==> src/rtl/div_pkg.sv <==
// Shared types and helpers for the Goldschmidt divide sequencer and its rounding blocks.
package div_pkg;

    typedef enum logic [2:0] {
        S_IDLE,
        S_MUL,
        S_WAIT,
        S_REM_SUB,
        S_ROUND,
        S_DONE
    } div_state_t;

    typedef enum logic {
        RM_NE = 1'b0,
        RM_Z  = 1'b1
    } round_mode_t;

    // Number of fraction bits for a [1,2)-normalized fixed-point operand.
    function automatic int unsigned FRAC(input int unsigned width);
        return width - 2;
    endfunction

endpackage

==> src/rtl/round_ne.sv <==
// Round-to-nearest at the ULP position: bump up when past the midpoint, ties truncate.
module round_ne #(
    parameter int unsigned WIDTH = 28,
    parameter int unsigned ULP   = 4
) (
    input  logic [WIDTH-1:0] i_n,
    input  logic             i_rem_pos,
    output logic [WIDTH-1:0] o_q
);

    localparam logic [WIDTH-1:0] STEP = WIDTH'(1) << ULP;
    localparam logic [WIDTH-1:0] MASK = ~(STEP - WIDTH'(1));

    logic [WIDTH-1:0] w_trunc;

    always_comb begin
        w_trunc = i_n & MASK;
        o_q     = (i_n[ULP-1] && i_rem_pos) ? w_trunc + STEP : w_trunc;
    end

endmodule

==> src/rtl/round_z.sv <==
// Round-toward-zero at the ULP position: step down when the truncation overshoots the quotient.
module round_z #(
    parameter int unsigned WIDTH = 28,
    parameter int unsigned ULP   = 4
) (
    input  logic [WIDTH-1:0] i_n,
    input  logic             i_rem_neg,
    output logic [WIDTH-1:0] o_q
);

    localparam logic [WIDTH-1:0] STEP = WIDTH'(1) << ULP;
    localparam logic [WIDTH-1:0] MASK = ~(STEP - WIDTH'(1));

    logic [WIDTH-1:0] w_trunc;

    always_comb begin
        w_trunc = i_n & MASK;
        o_q     = (!i_n[ULP-1] && i_rem_neg) ? w_trunc - STEP : w_trunc;
    end

endmodule

==> src/rtl/div_seq_ctrl.sv <==
// Goldschmidt quotient sequencer: drives a shared external multiplier through the
// N/D iterations and a remainder multiply, then rounds and hands back the quotient.
module div_seq_ctrl
    import div_pkg::*;
#(
    parameter int unsigned WIDTH   = 28,
    parameter int unsigned ULP     = 4,
    parameter int unsigned ITERS   = 4,
    parameter int unsigned MUL_LAT = 2
) (
    input  logic               clk,
    input  logic               rst_n,
    input  logic               in_valid,
    output logic               in_ready,
    input  logic [WIDTH-1:0]   a,
    input  logic [WIDTH-1:0]   b,
    input  logic               mode,
    output logic               mul_start,
    output logic [WIDTH-1:0]   mul_x,
    output logic [WIDTH-1:0]   mul_y,
    input  logic [2*WIDTH-1:0] mul_p,
    output logic               out_valid,
    input  logic               out_ready,
    output logic [WIDTH-1:0]   q,
    output logic               dz
);

    localparam int unsigned FB = FRAC(WIDTH);
    localparam int unsigned RW = 2*WIDTH + 1;
    localparam int unsigned SW = $clog2(2*ITERS + 2);
    localparam int unsigned CW = $clog2(MUL_LAT) + 1;

    localparam logic [SW-1:0]    LAST_STEP = SW'(2*ITERS);
    localparam logic [CW-1:0]    CNT_LAST  = CW'(MUL_LAT - 1);
    localparam logic [WIDTH-1:0] TWO       = WIDTH'(2) << FB;
    localparam logic [WIDTH-1:0] R_MASK    = ~((WIDTH'(1) << (ULP-1)) - WIDTH'(1));
    localparam logic [WIDTH-1:0] Q_DZ      = ~((WIDTH'(1) << ULP) - WIDTH'(1));

    div_state_t          r_state, w_next;
    round_mode_t         r_mode;
    logic [WIDTH-1:0]    r_a, r_b, r_n, r_d, r_k, r_q;
    logic [2*WIDTH-1:0]  r_p;
    logic [SW-1:0]       r_step;
    logic [CW-1:0]       r_cnt;
    logic                r_dz, r_rem_neg, r_rem_pos;

    logic [WIDTH-1:0]    w_k, w_r, w_prod, w_q_ne, w_q_z;
    logic [RW-1:0]       w_rem;
    logic                w_even, w_rem_step, w_capture;

    assign w_k        = TWO - r_d;
    assign w_r        = r_n & R_MASK;
    assign w_prod     = mul_p[FB+WIDTH-1:FB];
    assign w_rem      = (RW'(r_a) << FB) - RW'(r_p);
    assign w_even     = ~r_step[0];
    assign w_rem_step = (r_step == LAST_STEP);
    assign w_capture  = (r_state == S_WAIT) && (r_cnt == CNT_LAST);

    assign in_ready  = (r_state == S_IDLE);
    assign out_valid = (r_state == S_DONE);
    assign mul_start = (r_state == S_MUL);
    assign q         = r_q;
    assign dz        = r_dz;

    round_ne #(.WIDTH(WIDTH), .ULP(ULP)) u_round_ne (
        .i_n       (r_n),
        .i_rem_pos (r_rem_pos),
        .o_q       (w_q_ne)
    );

    round_z #(.WIDTH(WIDTH), .ULP(ULP)) u_round_z (
        .i_n       (r_n),
        .i_rem_neg (r_rem_neg),
        .o_q       (w_q_z)
    );

    // Odd steps use the K latched before D was overwritten by the even step.
    always_comb begin
        mul_x = '0;
        mul_y = '0;
        if (r_state == S_MUL || r_state == S_WAIT) begin
            if (w_rem_step) begin
                mul_x = w_r;
                mul_y = r_b;
            end else if (w_even) begin
                mul_x = r_d;
                mul_y = w_k;
            end else begin
                mul_x = r_n;
                mul_y = r_k;
            end
        end
    end

    always_ff @(posedge clk) begin
        if (!rst_n) r_state <= S_IDLE;
        else        r_state <= w_next;
    end

    // Divide-by-zero passes through ROUND so out_valid still lands one cycle after accept.
    always_comb begin
        w_next = r_state;
        case (r_state)
            S_IDLE:    if (in_valid) w_next = (b == '0) ? S_ROUND : S_MUL;
            S_MUL:     w_next = S_WAIT;
            S_WAIT:    if (w_capture) w_next = w_rem_step ? S_REM_SUB : S_MUL;
            S_REM_SUB: w_next = S_ROUND;
            S_ROUND:   w_next = S_DONE;
            S_DONE:    if (out_ready) w_next = S_IDLE;
            default:   w_next = S_IDLE;
        endcase
    end

    always_ff @(posedge clk) begin
        if (!rst_n) begin
            r_mode    <= RM_NE;
            r_a       <= '0;
            r_b       <= '0;
            r_n       <= '0;
            r_d       <= '0;
            r_k       <= '0;
            r_p       <= '0;
            r_q       <= '0;
            r_step    <= '0;
            r_cnt     <= '0;
            r_dz      <= 1'b0;
            r_rem_neg <= 1'b0;
            r_rem_pos <= 1'b0;
        end else begin
            case (r_state)
                S_IDLE: if (in_valid) begin
                    r_a    <= a;
                    r_b    <= b;
                    r_mode <= round_mode_t'(mode);
                    r_n    <= a;
                    r_d    <= b;
                    r_step <= '0;
                    r_dz   <= (b == '0);
                end
                S_MUL: begin
                    r_cnt <= '0;
                    if (!w_rem_step && w_even) r_k <= w_k;
                end
                S_WAIT: begin
                    if (w_capture) begin
                        r_step <= r_step + SW'(1);
                        if (w_rem_step)  r_p <= mul_p;
                        else if (w_even) r_d <= w_prod;
                        else             r_n <= w_prod;
                    end else begin
                        r_cnt <= r_cnt + CW'(1);
                    end
                end
                S_REM_SUB: begin
                    r_rem_neg <= w_rem[RW-1];
                    r_rem_pos <= !w_rem[RW-1] && (w_rem != '0);
                end
                S_ROUND: r_q <= r_dz ? Q_DZ : ((r_mode == RM_NE) ? w_q_ne : w_q_z);
                default: ;
            endcase
        end
    end

endmodule

==> config.mk <==
export PLATFORM = sky130hd
export DESIGN_NAME = div_seq_ctrl
export DESIGN_NICKNAME = d
export VERILOG_FILES = /design/src/rtl/div_pkg.sv /design/src/rtl/round_ne.sv /design/src/rtl/round_z.sv /design/src/rtl/div_seq_ctrl.sv
export SDC_FILE = /design/constraint.sdc
export NUM_CORES = 1
export LEC_CHECK = 0
export ABC_AREA = 0
export CORE_UTILIZATION = 30
export CTS_CLUSTER_DIAMETER = 200
export CTS_CLUSTER_SIZE = 10
export DETAILED_ROUTE_END_ITERATION = 16
export PLACE_DENSITY = 0.58
export SYNTH_ARGS = -nofsm -noshare
export SYNTH_HDL_FRONTEND = slang
export SYNTH_SLANG_ARGS = --single-unit
==> constraint.sdc <==
create_clock -name clk -period 2.6 [get_ports clk]
set_input_delay 0.52 -clock clk [delete_from_list [all_inputs] [get_ports clk]]
set_output_delay 0.52 -clock clk [all_outputs]
set_load 0.02 [all_outputs]
After elaboration in Yosys (flattened, before gate mapping)
Index checks and enable logic that the tools add are counted.

Output and inout port bits: 88. Input port bits: 117. Bits in registers: 237. Logic and storage cells: 88.

Equal/unequal tests: 14. Bitwise operators: 1. Add/sub/neg operators: 6. Reductions and logical operators: 22. Multiplexer cells: 31.

Operators with widths (count): $mux 28 (18); $pmux 28 s2 (2); $reduce_bool 57->1 (1); $sub 54x56->57 (1); $add 28x5->28 const B (1); $logic_not 28->1 (1); $sub 28x28->28 const A (1); $sub 28x5->28 const B (1); $pmux 3 s6 (1); $mux 3 (4); $ne 2x2->1 const B (6); $reduce_and 5->1 (2); $reduce_and 3->1 (3); $mux 4 (2); $pmux 4 s2 (1); $eq 3x2->1 const B (2); $eq 3x3->1 const B (2); $reduce_and 2->1 (3); $logic_and 1x1->1 (5); $add 4x1->4 const B (1); $eq 4x4->1 const B (1); $mux 2 (2); $pmux 2 s2 (1); $reduce_bool 2->1 (2); 8 further kinds (10).

Logic depth before layout (Yosys ltp)
Depth after elaboration: 5. Depth in mapped cells: 12. Gate-level depth less buffers: 11.

Modules after synthesis
A second synthesis with hierarchy kept.

Cells, all modules: 1914. Area, all modules: 14290.0 um2.

By module, submodules not included: div_seq_ctrl (area an instance 13255.2 um2, cells each 1768, times used 1); round_z (area an instance 528.0 um2, cells each 72, times used 1); round_ne (area an instance 506.7 um2, cells each 74, times used 1).

Worst setup path before layout
No wires, ideal clock.

Kind: reg2out. From: reg r_d[0]. To: out mul_y[18]. Arrival time: 2.570 ns. Setup slack: -0.490 ns. Cell stages (with the launch flop): 11. Buffers on the path: 0. Path through: dfxtp_1 -> inv_1 -> ha_1 -> nor4b_1 -> and3_1 -> inv_1 -> nor3_1 -> nor2b_1 -> xnor2_1 -> mux2i_1 -> a211oi_1.

Word-level cells in the longest chain between the ends: 4.

RTL lines: start, declared (line div_seq_ctrl.sv:41) `logic [WIDTH-1:0] r_a, r_b, r_n, r_d, r_k, r_q;`; start signal, assigned (line div_seq_ctrl.sv:148) `else if (w_even) r_d <= w_prod;`; $sub 28x28->28 (line div_seq_ctrl.sv:51) `assign w_k = TWO - r_d;`; $mux 28 (line div_seq_ctrl.sv:85) `end else if (w_even) begin`; $mux 28 (line div_seq_ctrl.sv:82) `if (w_rem_step) begin`; $mux 28 (line div_seq_ctrl.sv:81) `if (r_state == S_MUL || r_state == S_WAIT) begin`; end, declared (line div_seq_ctrl.sv:20) `output logic [WIDTH-1:0] mul_y,`.

No other way between the ends.

Worst setup path after layout
From: reg r_d[3]. To: out mul_y[27].

The elaborated chain is that of the path after synthesis.

==> qor.csv <==
metric,value,unit
initial antenna violation count,2,
Total Routed Length,56.4,mm
crit path launch type,flip-flop,
worst vdd ir,0.000447,V
Critical path buffers and inverters,2,
Syn Inst Count,1843,
Final Setup Violations,37,
Initial Util,0.303,
status,finished with violations,
Synthesis Warnings,0,
H-Tree Level Count,1,
Main synth FF type,dfxtp_1,
"Max FO, Critical Path",4,
"Worst Path Class, Setup",reg -> out,
CTS tree,done,
Post-Syn Area,13700,µm²
DPL Wire Length,42.7,mm
Tmin final,3.44,ns
Port Buf Inserts,200,
Layout area overhead,49.1,%
CTS Buf Count,27,
antenna-violating nets left,0,
Compound-Gate Fraction of Synth Area,0.269,
worst hold path startpoint,rst_n,
Tcrit/Tclk final,1.32,
WP data arrival,2.92,ns
CP required,2.08,ns
Yosys cell types,82,
number of synthesized flops with an enable pin,0,
core area,45300,µm²
routability cong.,0.949,
Post-Synth XOR/XNOR Area,0.0357,
cell row count,78,
"commonest non-fill, non-tap cell in the layout",nand2_1,
relative slew slack,0.491,
crit-path max cell delay,0.55,ns
Final #Nets,2403,
crit path cell chain,or4_4 -> nor2_4 -> and2_4 -> nand4_1 -> buf_4 -> nor3b_2 -> xnor2_1 -> o21ai_1 -> nand2_1 -> a21oi_4 -> buf_6,
FF-to-FF Start,r_p[27],
Worst-path clk slew,0.06,ns
multi-input combinational cell area,9610,µm²
depth of the worst hold-timing path,2,
final std cells w/o fill,2853,
Setup crit end kind,output pin,
share of cells above drive strength 1,0.279,
Fin. Hold Viols,0,
"Slowest-stage cell, CP",or4_4,
mux contribution to synthesized area,0.0162,
post-synthesis sequential area ratio,0.339,
grt ovf,0,
Filler Cells Inserted,4531,
CP top delay family,simple AND/OR/NAND/NOR gates,
Die Width,216,µm
DR pass1 iterations,5,
DP Cell Count,2778,
Die H,216,µm
first-pass GRT wire length,86.0,mm
Seq. cell area,4690,µm²
total power,12.3,mW
largest net degree at the start of global routing,85,
CTS Sinks,233,
Setup WS post-layout,-0.844,ns
PwrDens,600,nW/µm²
clock tree buffer depth,3,
Slew Limit Fails,0,
vias in the first global route,14700,
unrepaired setup endpoints after global routing,true,
Worst-Margin Slew,0.763,ns
Post-Synth Simple-Gate Area,0.256,
clock latency on the worst-skew pair,0.58,ns
Root Buffer Master,clkbuf_16,
reg2reg end,r_rem_pos,
Via density,5.23,
full die area,46700,µm²
IO Pins,205,
FMAX,290,MHz
synthesized flop and latch total,233,
Post-synth ARST share,0,
GRT Overall Usage,0.235,
failing checks,setup timing,
worst hold path class,in -> reg,
WL/cell,19.8,µm
Reg2Reg Depth,13,
Max Cap Viol,0,
Pleak,8.59,nW
r2r setup slk,-0.36,ns
most frequent cells in the layout,"439 x nand2_1, 299 x buf_4, 215 x dfxtp_1",
main combinational cell family by area after synthesis,compound AO/OA/AOI/OAI gates,
drt drc,0,
Worst Clk Skew,0.0261,ns
via count,14900,
Avg Inst Size Synth,7.46,µm²
initial drt markers,1082,
Hold Path End,r_n[1],
Post-Synth Adder-Cell Area,0.0310,
[kinds of logic after synthesis]
kind of cell             after synthesis
AND/OR/NAND/NOR                      766
multiplexers                          22
flip-flops                           233
XOR/XNOR                              56
other                                  1
AO/OA/AOI/OAI                        541
buffers and inverters                190
adder cells (fa/ha/maj)               34
[sequential cells by signal, indices dropped and copies added, names as in the netlist]
| name | cells |
|---|---|
| r_p | 56 |
| r_a | 28 |
| r_b | 28 |
| r_d | 28 |
| r_k | 28 |
| r_n | 28 |
| q | 24 |
| r_step | 4 |
| r_state | 3 |
| r_cnt | 2 |
| dz | 1 |
| r_mode | 1 |
| r_rem_neg | 1 |
| r_rem_pos | 1 |
[Yosys cell counts (3+ instances only)]
library cell | count | area share
a2111o_1 | 3 | 0.0025
a211o_1 | 4 | 0.0025
a211oi_1 | 20 | 0.011
a21boi_0 | 133 | 0.073
a21o_1 | 11 | 0.0060
a21oi_1 | 150 | 0.055
a311oi_1 | 3 | 0.0019
a31oi_1 | 10 | 0.0046
a41oi_1 | 3 | 0.0019
and2_1 | 20 | 0.0091
and3_1 | 39 | 0.018
and4_1 | 6 | 0.0038
buf_1 | 17 | 0.0046
buf_4 | 4 | 0.0022
clkbuf_1 | 113 | 0.031
dfxtp_1 | 233 | 0.34
ha_1 | 34 | 0.031
inv_1 | 51 | 0.014
mux2i_1 | 20 | 0.015
nand2_1 | 458 | 0.13
nand2b_1 | 7 | 0.0032
nand3_1 | 26 | 0.0095
nand4_1 | 17 | 0.0077
nor2_1 | 83 | 0.023
nor2b_1 | 10 | 0.0046
nor3_1 | 33 | 0.012
nor3b_1 | 8 | 0.0044
nor4_1 | 19 | 0.0086
nor4_4 | 3 | 0.0046
o211a_1 | 58 | 0.042
o211ai_1 | 17 | 0.0093
o21a_1 | 3 | 0.0016
o21ai_0 | 74 | 0.027
o21ai_1 | 5 | 0.0018
o21bai_1 | 4 | 0.0022
o22ai_1 | 4 | 0.0018
o31ai_1 | 11 | 0.0060
or3_1 | 9 | 0.0041
or4_1 | 7 | 0.0038
xnor2_1 | 35 | 0.022
xor2_1 | 21 | 0.013
[repair_timing]
action                     4_1_cts  5_1_grt
pin swaps                       77       89
buffers inserted                29       22
setup endpoints to repair       61       55
hold buffers                     0        0
resized for setup              445       84
[worst reg2reg max path, delay by kind of cell (launching register included)]
family	cells	cell delay, ns
buffers and inverters	3	0.32
DFF	1	0.33
adders and majority gates	1	0.20
AOI/OAI and AO/OA	6	1.39
xor gates and xnor gates	1	0.15
and+or+nand+nor	2	0.45
[layer usage]
metal,global-route usage,up-vias,share of wire
li1,-,7217,-
met1,0.306,7153,0.43
met2,0.394,445,0.47
met3,0.0372,109,0.059
met4,0.0800,2,0.040
met5,0,-,0.00028
[power breakdown]
group	leakage [nW]	internal [mW]	switching, mW
Combinational	6.33	2.25	2.54
Clock	0.347	1.83	1.54
Sequential	1.91	3.86	0.270
Total	8.59	7.95	4.35
[final cells by class]
cell class | count | share of cell area
Timing Repair Buffer | 514 | 0.221
Multi-Input combinational cell | 1423 | 0.469
Clock inverter | 2 | 0.00140
Antenna cell | 1 | 0.000122
Inverter | 53 | 0.00995
Tap cell | 600 | 0.0366
Clock buffer | 27 | 0.0330
Sequential cell | 233 | 0.229
[through the flow]
step / setup TNS (ns) / util / setup slack (ns) / hold WS [ns] / area [µm²]
6_report: -15.44 / 0.453 / -0.844 / 0.364 / 20500
5_1_grt: -19.13 / 0.453 / -0.950 / 0.346 / 20500
4_1_cts: -14.87 / 0.441 / -0.850 / 0.337 / 20000
3_5_place_dp: -12.06 / 0.407 / -0.739 / 0.456 / 18400
3_3_place_gp: -12.17 / 0.407 / -0.792 / 0.447 / 18400
2_1_floorplan: -1.27 / - / -0.239 / 0.440 / 14000
[worst max path at each step]
| stage | startpoint | slack (ns) | cells past startpoint | endpoint |
|---|---|---|---|---|
| after floorplan | r_d[1] | -0.24 | 10 | mul_y[15] |
| after global placement | r_d[0] | -0.79 | 13 | mul_y[18] |
| after detailed placement | r_d[0] | -0.74 | 13 | mul_y[24] |
| after CTS | r_d[3] | -0.85 | 10 | mul_y[25] |
| after global routing | r_d[3] | -0.95 | 11 | mul_y[27] |
| final | r_d[3] | -0.84 | 11 | mul_y[27] |
No activity file was read; power rests on OpenSTA's default activity.
